===== config.mk =====
export PLATFORM = sky130hd
export DESIGN_NAME = ras_ctrl
export DESIGN_NICKNAME = d
export VERILOG_FILES = /design/src/rtl/ras_pkg.sv /design/src/rtl/ras_ctrl_sat_cnt.sv /design/src/rtl/ras_ctrl.sv
export SDC_FILE = /design/constraint.sdc
export NUM_CORES = 1
export LEC_CHECK = 0
export CAP_MARGIN = 10
export CORE_UTILIZATION = 38
export CTS_CLUSTER_SIZE = 24
export DETAILED_ROUTE_END_ITERATION = 12
export MAX_ROUTING_LAYER = met4
export PLACE_DENSITY_LB_ADDON = 0.08
export SLEW_MARGIN = 20
export SYNTH_ARGS = -nofsm -noshare
export SYNTH_HDL_FRONTEND = slang
export SYNTH_HIERARCHICAL = 1
export SYNTH_SLANG_ARGS = --single-unit
export TNS_END_PERCENT = 1

===== constraint.sdc =====
create_clock -name CLK -period 1.5 [get_ports CLK]
set_input_delay 0.15 -clock CLK [delete_from_list [all_inputs] [get_ports CLK]]
set_output_delay 0.15 -clock CLK [all_outputs]
set_load 0.01 [all_outputs]

===== src/rtl/ras_pkg.sv =====
// Shared definitions for the return-address-stack controller.
package ras_pkg;

    localparam int unsigned STK_WIDTH = 32;
    localparam int unsigned PTR_WIDTH = 6;
    localparam int unsigned OVF_CNT_W = 8;

    typedef enum logic [2:0] {
        StIdle  = 3'd0,
        StWr    = 3'd1,
        StRd    = 3'd2,
        StRsp   = 3'd3,
        StRspWr = 3'd4
    } ras_state_e;

endpackage


===== src/rtl/ras_ctrl_sat_cnt.sv =====
// Saturating up-counter with synchronous clear; holds at all-ones.
module sat_cnt #(
    parameter int unsigned WIDTH = 8
) (
    input  logic             clk,
    input  logic             inc,
    input  logic             clear,
    output logic [WIDTH-1:0] count
);

    logic [WIDTH-1:0] cnt_q;

    // Clear wins over increment; increment stops at the maximum value.
    always_ff @(posedge clk) begin
        if (clear) begin
            cnt_q <= '0;
        end else if (inc && (cnt_q != {WIDTH{1'b1}})) begin
            cnt_q <= cnt_q + 1'b1;
        end
    end

    assign count = cnt_q;

endmodule


===== src/rtl/ras_ctrl.sv =====
// Return-address-stack controller: turns decode-stage calls/returns into
// strobes on an external stack and produces a registered return prediction.
module ras_ctrl #(
    parameter int unsigned STK_WIDTH = ras_pkg::STK_WIDTH,
    parameter int unsigned PTR_WIDTH = ras_pkg::PTR_WIDTH
) (
    input  logic                           CLK,
    input  logic                           RST,
    input  logic                           IS_CALL,
    input  logic                           IS_RET,
    input  logic [STK_WIDTH-1:0]           PC_PLUS4,
    input  logic                           FLUSH,
    input  logic                           STK_FULL,
    input  logic                           STK_EMPTY,
    input  logic [STK_WIDTH-1:0]           STK_DATA,
    output logic                           STK_WR,
    output logic                           STK_RD,
    output logic [STK_WIDTH-1:0]           STK_DIN,
    output logic                           PRED_VALID,
    output logic [STK_WIDTH-1:0]           PRED_TARGET,
    output logic                           NO_PRED,
    output logic                           STALL,
    output logic [ras_pkg::OVF_CNT_W-1:0]  OVF_CNT
);

    import ras_pkg::*;

    // The external stack must have at least two entries.
    if (PTR_WIDTH < 1) begin : g_ptr_width_check
        $error("ras_ctrl: PTR_WIDTH must be at least 1");
    end

    ras_state_e           state_q, state_d;
    logic                 wr_q, wr_d;
    logic                 rd_q, rd_d;
    logic                 pv_q, pv_d;
    logic                 nopred_q, nopred_d;
    logic                 stall_q, stall_d;
    logic                 call_pend_q, call_pend_d;  // RD was entered for a call+return pair
    logic [STK_WIDTH-1:0] din_q, din_d;
    logic [STK_WIDTH-1:0] tgt_q, tgt_d;
    logic                 ovf_inc;

    // Next-state and next-output decode; every output is the registered copy.
    always_comb begin
        state_d     = state_q;
        wr_d        = 1'b0;
        rd_d        = 1'b0;
        pv_d        = 1'b0;
        nopred_d    = 1'b0;
        call_pend_d = call_pend_q;
        din_d       = din_q;
        tgt_d       = tgt_q;
        ovf_inc     = 1'b0;

        unique case (state_q)
            StIdle: begin
                if (IS_CALL && IS_RET) begin
                    // Pop first; the push follows in the response cycle.
                    din_d = PC_PLUS4;
                    if (STK_EMPTY) begin
                        nopred_d = 1'b1;
                        wr_d     = 1'b1;
                        state_d  = StWr;
                    end else begin
                        rd_d        = 1'b1;
                        call_pend_d = 1'b1;
                        state_d     = StRd;
                    end
                end else if (IS_CALL) begin
                    if (STK_FULL) begin
                        ovf_inc = 1'b1;
                    end else begin
                        din_d   = PC_PLUS4;
                        wr_d    = 1'b1;
                        state_d = StWr;
                    end
                end else if (IS_RET) begin
                    if (STK_EMPTY) begin
                        nopred_d = 1'b1;
                    end else begin
                        rd_d        = 1'b1;
                        call_pend_d = 1'b0;
                        state_d     = StRd;
                    end
                end
            end
            StRd: begin
                // STK_DATA is valid at the edge that ends the read cycle.
                tgt_d   = STK_DATA;
                pv_d    = 1'b1;
                wr_d    = call_pend_q;
                state_d = call_pend_q ? StRspWr : StRsp;
            end
            StWr, StRsp, StRspWr: begin
                state_d = StIdle;
            end
            default: begin
                state_d = StIdle;
            end
        endcase

        // A flush cancels whatever was about to start; the current strobe still completes.
        if (FLUSH) begin
            state_d  = StIdle;
            wr_d     = 1'b0;
            rd_d     = 1'b0;
            pv_d     = 1'b0;
            nopred_d = 1'b0;
            din_d    = din_q;
            tgt_d    = tgt_q;
            ovf_inc  = 1'b0;
        end

        stall_d = (state_d != StIdle);
    end

    // State and output registers with synchronous active-low reset.
    always_ff @(posedge CLK) begin
        if (!RST) begin
            state_q     <= StIdle;
            wr_q        <= 1'b0;
            rd_q        <= 1'b0;
            pv_q        <= 1'b0;
            nopred_q    <= 1'b0;
            stall_q     <= 1'b0;
            call_pend_q <= 1'b0;
            din_q       <= '0;
            tgt_q       <= '0;
        end else begin
            state_q     <= state_d;
            wr_q        <= wr_d;
            rd_q        <= rd_d;
            pv_q        <= pv_d;
            nopred_q    <= nopred_d;
            stall_q     <= stall_d;
            call_pend_q <= call_pend_d;
            din_q       <= din_d;
            tgt_q       <= tgt_d;
        end
    end

    sat_cnt #(
        .WIDTH (OVF_CNT_W)
    ) u_ovf_cnt (
        .clk   (CLK),
        .inc   (ovf_inc),
        .clear (!RST),
        .count (OVF_CNT)
    );

    assign STK_WR      = wr_q;
    assign STK_RD      = rd_q;
    assign STK_DIN     = din_q;
    assign PRED_VALID  = pv_q;
    assign PRED_TARGET = tgt_q;
    assign NO_PRED     = nopred_q;
    assign STALL       = stall_q;

endmodule


==> flow_summary.ini, run 1 <==
[timing]
setup_viol = 7
min_period_ns = 1.58
grt_setup_unrepaired = true
worst_slack_ns = -0.0774
fin_skew_ns = 0.0112
final_max_slew_viol_count = 0
hold_violations = 0
period_share = 1.05
tightest_slew_ns = 0.526
max_freq_mhz = 634
max_slew_margin = 0.649

[synth]
syn-num-nets = 437
seq_area_frac_synth = 0.473
ys_warn_count = 6
async_reset_ff_frac = 0
synth_seq_cells = 81
syn_inst = 365
synth_area_um2 = 3430
syn_area_per_cell_um2 = 9.39
ys.flop_type = dfxtp_1
synth_top_cell_area_share = 0.473
synth_cell_types = 40
synth_edf_count = 0
netlist_top_cells_area = dfxtp_1 47%, nand2_1 12%, mux2i_1 9.9%
yosysTopAreaCell = dfxtp_1

[global_route]
grt_usage = 0.185
grt_pass1_vias = 2974
antenna_found_initial = 0
grt_pass1_wl_um = 14000
grt_max_degree = 117
gr-total-overflow = 0

[pwr]
p_leak_uw = 0.00196
power.switching_uw = 1050
intPower_uw = 3390
switching_share = 0.236
p_per_area_nw_per_um2 = 835
ir_drop_mv = 0.558
clkPwrFrac = 0.357
combPwrFrac = 0.137
seqPwrFrac = 0.506

[layout]
fin_area_um2 = 5310
diodes = 0
post-route-util = 0.609
nFillCells = 759
area_growth_pct = 55.1
fin_cells = 634
final_layout_size_suffix_gt1_frac = 0.179
fin_nets = 593

[status]
outcome = complete, but fails checks
violations = setup timing

[placement]
gp_congestion = 0.889
post-place-ws_ns = -0.381
dpl_cell_area_um2 = 5090
io_buffers = 147
hpwl_um = 5840
dp.cells = 618

[worst_hold_path]
hold_path.class = in2reg

[critical_path]
endpoint = u_ovf_cnt/count[3]
r2r-end = u_ovf_cnt/count[3]
r2r_start = state_q[2]
critPathLaunch = state_q[2]
crit_required_ns = 1.78
reg2reg_slack_ns = -0.08
arrival_ns = 1.85
worst_setup_path_end_kind = register
critPathMaxFanout = 5
worstSetupStartpointType = register
crit_type = reg2reg
reg2regPathDepth = 5

[detailed_routing]
dr.first_iter.drc_count = 67
viasPerCell = 4.74
wire_per_inst_um = 13.1
drcViolationCount = 0
vias = 3008
wl_um = 8280
ant_nets = 0
drt_pre_antenna_iters = 4

[die]
die_area_um2 = 9400
die_height_um = 97.0
die_w_um = 97.0
rows = 34
core_area_um2 = 8720
start_util = 0.393
io_pins = 148

[clock_tree]
root_buffer = clkbuf_8
clk_path_buf_depth = 2
cts_max_level = 3
clock_sinks = 81
path_clk_slew_ns = 0.08
cts_tree = built
clkLatencyLatePin_ns = 0.34
ctsHoldBuffers = 0
numCtsBuffers = 9

[flow_run]
cap_viol_max_count = 0
[Yosys cell counts (all sizes together), types with 3 or more instances]
library cell and count:
a21oi 8, buf 17, clkbuf 10, dfxtp 81
inv 3, mux2i 34, nand2 106, nand2b 5
nand3 34, nand4 3, nor2 3, nor3 3
o21ai 33
[kinds of logic after synthesis]
group,Yosys count,share of synthesized area
AO/OA/AOI/OAI,51,0.105
adder cells (fa/ha/maj),1,0.00365
buffers and inverters,30,0.0661
flip-flops,81,0.473
multiplexers,35,0.104
AND/OR/NAND/NOR,167,0.248
[cell type report]
| type | count | area [um2] | area share |
|---|---|---|---|
| Clock buffer | 11 | 141 | 0.0266 |
| Tap cell | 108 | 135 | 0.0254 |
| Timing Repair Buffer | 172 | 1730 | 0.326 |
| Inverter | 3 | 11.3 | 0.00212 |
| Multi-Input combinational cell | 254 | 1610 | 0.303 |
| Clock inverter | 5 | 55.1 | 0.0104 |
| Sequential cell | 81 | 1630 | 0.307 |
[sequential cells by signal, summed over array words and instances, names as in the netlist]
name and cells:
call_pend_q 1, NO_PRED 1, state_q 3, STALL 1, u_ovf_cnt/count 8, STK_WR 1, PRED_VALID 1, STK_DIN 32
STK_RD 1, PRED_TARGET 32
[through the flow]
| step | total power (uW) | setup TNS, ns | hold WS (ns) |
|---|---|---|---|
| finish | 4430 | -0.251 | 0.177 |
| floorplan | 2550 | 0 | 0.268 |
| global placement | 2890 | -9.78 | 0.436 |
| detailed placement | 2900 | -10.94 | 0.441 |
| global route | 4660 | -0.815 | 0.171 |
| CTS | 4510 | -0.0897 | 0.161 |
[cells in the final DEF (no fill, tap or decap), types with 2 or more instances in the layout]
cell type | Yosys | layout
clkdlybuf4s50_1 | 0 | 143
nand2_1 | 106 | 106
dfxtp_1 | 81 | 75
mux2i_1 | 34 | 34
buf_4 | 1 | 20
nand3_2 | 18 | 18
o21ai_2 | 18 | 18
nand3_1 | 16 | 16
o21ai_1 | 11 | 11
clkbuf_8 | 0 | 10
a21oi_1 | 8 | 8
buf_12 | 3 | 6
dfxtp_2 | 0 | 6
nand2b_1 | 5 | 5
o21ai_0 | 4 | 4
inv_1 | 3 | 3
nor2_1 | 3 | 3
nand4_1 | 3 | 3
or4_1 | 2 | 2
nor3_1 | 3 | 2
a31oi_1 | 2 | 2
clkinv_2 | 0 | 2
clkinvlp_4 | 0 | 2
dlygate4sd2_1 | 0 | 2
o21bai_1 | 2 | 2
a211oi_1 | 2 | 2
[timing repair]
item                                    4_1_cts  5_1_grt
pin swaps                                     7        3
buffers inserted                              0        0
endpoints found under the hold margin         0        0
gates resized for setup                       7        4
endpoints found under the setup margin       10       10
[power groups by stage]
stage	logic, uW	registers (uW)	clock network, uW
2_1_floorplan	226	2320	0
3_3_place_gp	602	2290	0
3_5_place_dp	610	2290	0
4_1_cts	613	2240	1650
5_1_grt	654	2250	1760
6_report	610	2240	1580
[worst min path at each step]
stage / startpoint / to / cells after the start
6_report: RST / STK_DIN[5] / 3
5_1_grt: RST / STK_DIN[1] / 3
4_1_cts: RST / STK_DIN[1] / 3
3_5_place_dp: PRED_TARGET[3] / PRED_TARGET[3] / 2
3_3_place_gp: PRED_TARGET[29] / PRED_TARGET[29] / 2
2_1_floorplan: IS_RET / NO_PRED / 2
[critical path: stages (launching register included)]
cell and delay, ns:
dfxtp_2 0.34, nor4_4 0.25, and4b_2 0.34, nand4_1 0.17
or3_4 0.35, o21ai_1 0.07
[routing by layer]
layer  track usage  routed length [um]  up-vias  share of wire
li1              -                   -     1548              -
met1         0.224                3770     1344           0.46
met2         0.294                3800       99           0.46
met3        0.0455                 503       17          0.061
met4        0.0781                 203        0          0.025
met5             -                   0        -              0
(Power assumes the default switching activity.)
==> run 2: changes to the inputs <==
- CORE_MARGIN: default -> 2
==> flow_summary.ini, run 2 (synthesized netlist as in run 1, its figures left out) <==
[detailed_routing]
vias = 3034
ant_nets = 0
viasPerCell = 4.77
drt_pre_antenna_iters = 4
drcViolationCount = 0
dr.first_iter.drc_count = 88
wire_per_inst_um = 13.0
wl_um = 8240

[timing]
setup_viol = 5
final_max_slew_viol_count = 0
period_share = 1.05
tightest_slew_ns = 0.625
fin_skew_ns = 0.00953
min_period_ns = 1.57
setup_tns_ns = -0.148
whs_ns = 0.286
max_freq_mhz = 637
worst_slack_ns = -0.0692
grt_setup_unrepaired = true
hold_violations = 0
max_slew_margin = 0.583

[critical_path]
worst_setup_path_end_kind = register
crit_required_ns = 1.78
reg2regPathDepth = 5
r2r_start = state_q[1]
crit_type = reg2reg
reg2reg_slack_ns = -0.07
critPathLaunch = state_q[1]
critPathMaxFanout = 5
worstSetupStartpointType = register
arrival_ns = 1.85
endpoint = u_ovf_cnt/count[3]
r2r-end = u_ovf_cnt/count[3]

[die]
die_area_um2 = 9790
io_pins = 148
die_w_um = 99.0
start_util = 0.393
core_area_um2 = 8720
rows = 34
die_height_um = 99.0

[global_route]
gr-total-overflow = 0
grt_pass1_wl_um = 13300
grt_pass1_vias = 2887
use_met3 = 0.0426
antenna_found_initial = 0
grt_max_degree = 133
grt_usage = 0.169
use_met1 = 0.213
grt.busiest_layer = met2
grt_util_met2 = 0.258

[clock_tree]
root_buffer = clkbuf_8
post_cts.repair.setup_buffers = 0
cts_tree = built
clk_path_buf_depth = 2
clkLatencyLatePin_ns = 0.34
clock_sinks = 81
path_clk_slew_ns = 0.08
numCtsBuffers = 9
cts_max_level = 3

[pwr]
p_leak_uw = 0.00197
ir_drop_mv = 0.469
p_per_area_nw_per_um2 = 877

[layout]
diodes = 0
final_common_cell = clkdlybuf4s50_1
fin_cells = 636
area_growth_pct = 57.3
final_layout_size_suffix_gt1_frac = 0.184
fin_nets = 595
post-route-util = 0.618
layout_common_cells = 144 x clkdlybuf4s50_1, 106 x nand2_1, 76 x dfxtp_1, 34 x mux2i_1, 21 x buf_4

[placement]
dp.cells = 620
hpwl_um = 5780
gp_congestion = 0.881
io_buffers = 147

[flow_run]
cap_viol_max_count = 0

[worst_hold_path]
hold_path.class = in2reg

[status]
violations = setup timing
outcome = complete, but fails checks
run 2: cell types whose count changed in the layout (fill, tap and decap cells not counted), sizes merged:
cell,delta
bufinv,+2
clkinvlp,-2
buf,+2
clkdlybuf4s50,+1
dlymetal6s2s,-1
run 2: where the power goes:
group          total, uW  switching (uW)  internal, uW  leakage, uW
clock network       1880             772          1110     0.000118
registers           2240            30.2          2210     0.000659
logic                608             241           367      0.00120
total               4730            1040          3680      0.00197
run 2: timing repair:
action                     4_1_cts  5_1_grt
resized for setup                6        7
setup endpoints to repair       11       11
pin swaps                        4        3
hold buffers                     0        0
run 2: per-stage QoR:
stage               cell area (um2)  setup WS, ns  power (uW)
finish                         5390       -0.0692        4730
global route                   5390        -0.135        4930
CTS                            5360       -0.0417        4800
detailed placement             5120        -0.414        2900
global placement               5120        -0.330        2890
floorplan                      3430        0.0161        2550
run 2: area by class of cell:
type / count / area, um2
fill: 780 / 3330
timing repair buffer: 174 / 1760
sequential: 81 / 1630
multi-input combinational: 254 / 1620
tap: 108 / 135
clock buffer: 11 / 131
clock inverter: 5 / 104
inverter: 3 / 11.3
run 2: how the worst min path moves through the flow:
stage	startpoint	end	slack [ns]	cells after the start
2_1_floorplan	IS_RET	NO_PRED	0.27	2
3_3_place_gp	PRED_TARGET[27]	PRED_TARGET[27]	0.44	2
3_5_place_dp	PRED_TARGET[4]	PRED_TARGET[4]	0.44	2
4_1_cts	RST	u_ovf_cnt/count[5]	0.25	3
5_1_grt	RST	u_ovf_cnt/count[5]	0.32	3
6_report	RST	u_ovf_cnt/count[5]	0.29	3
run 2: per-layer routing:
layer  share of wire  wire (um)
met5               0          0
met3           0.069        568
met1            0.47       3840
met4           0.021        170
met2            0.44       3660
run 2: worst max-delay path, cell delays in order (launching register included):
cell and delay (ns):
dfxtp_2 0.34, nor4_4 0.24, and4b_2 0.33, nand4_1 0.18, or3_4 0.36, o21ai_2 0.06
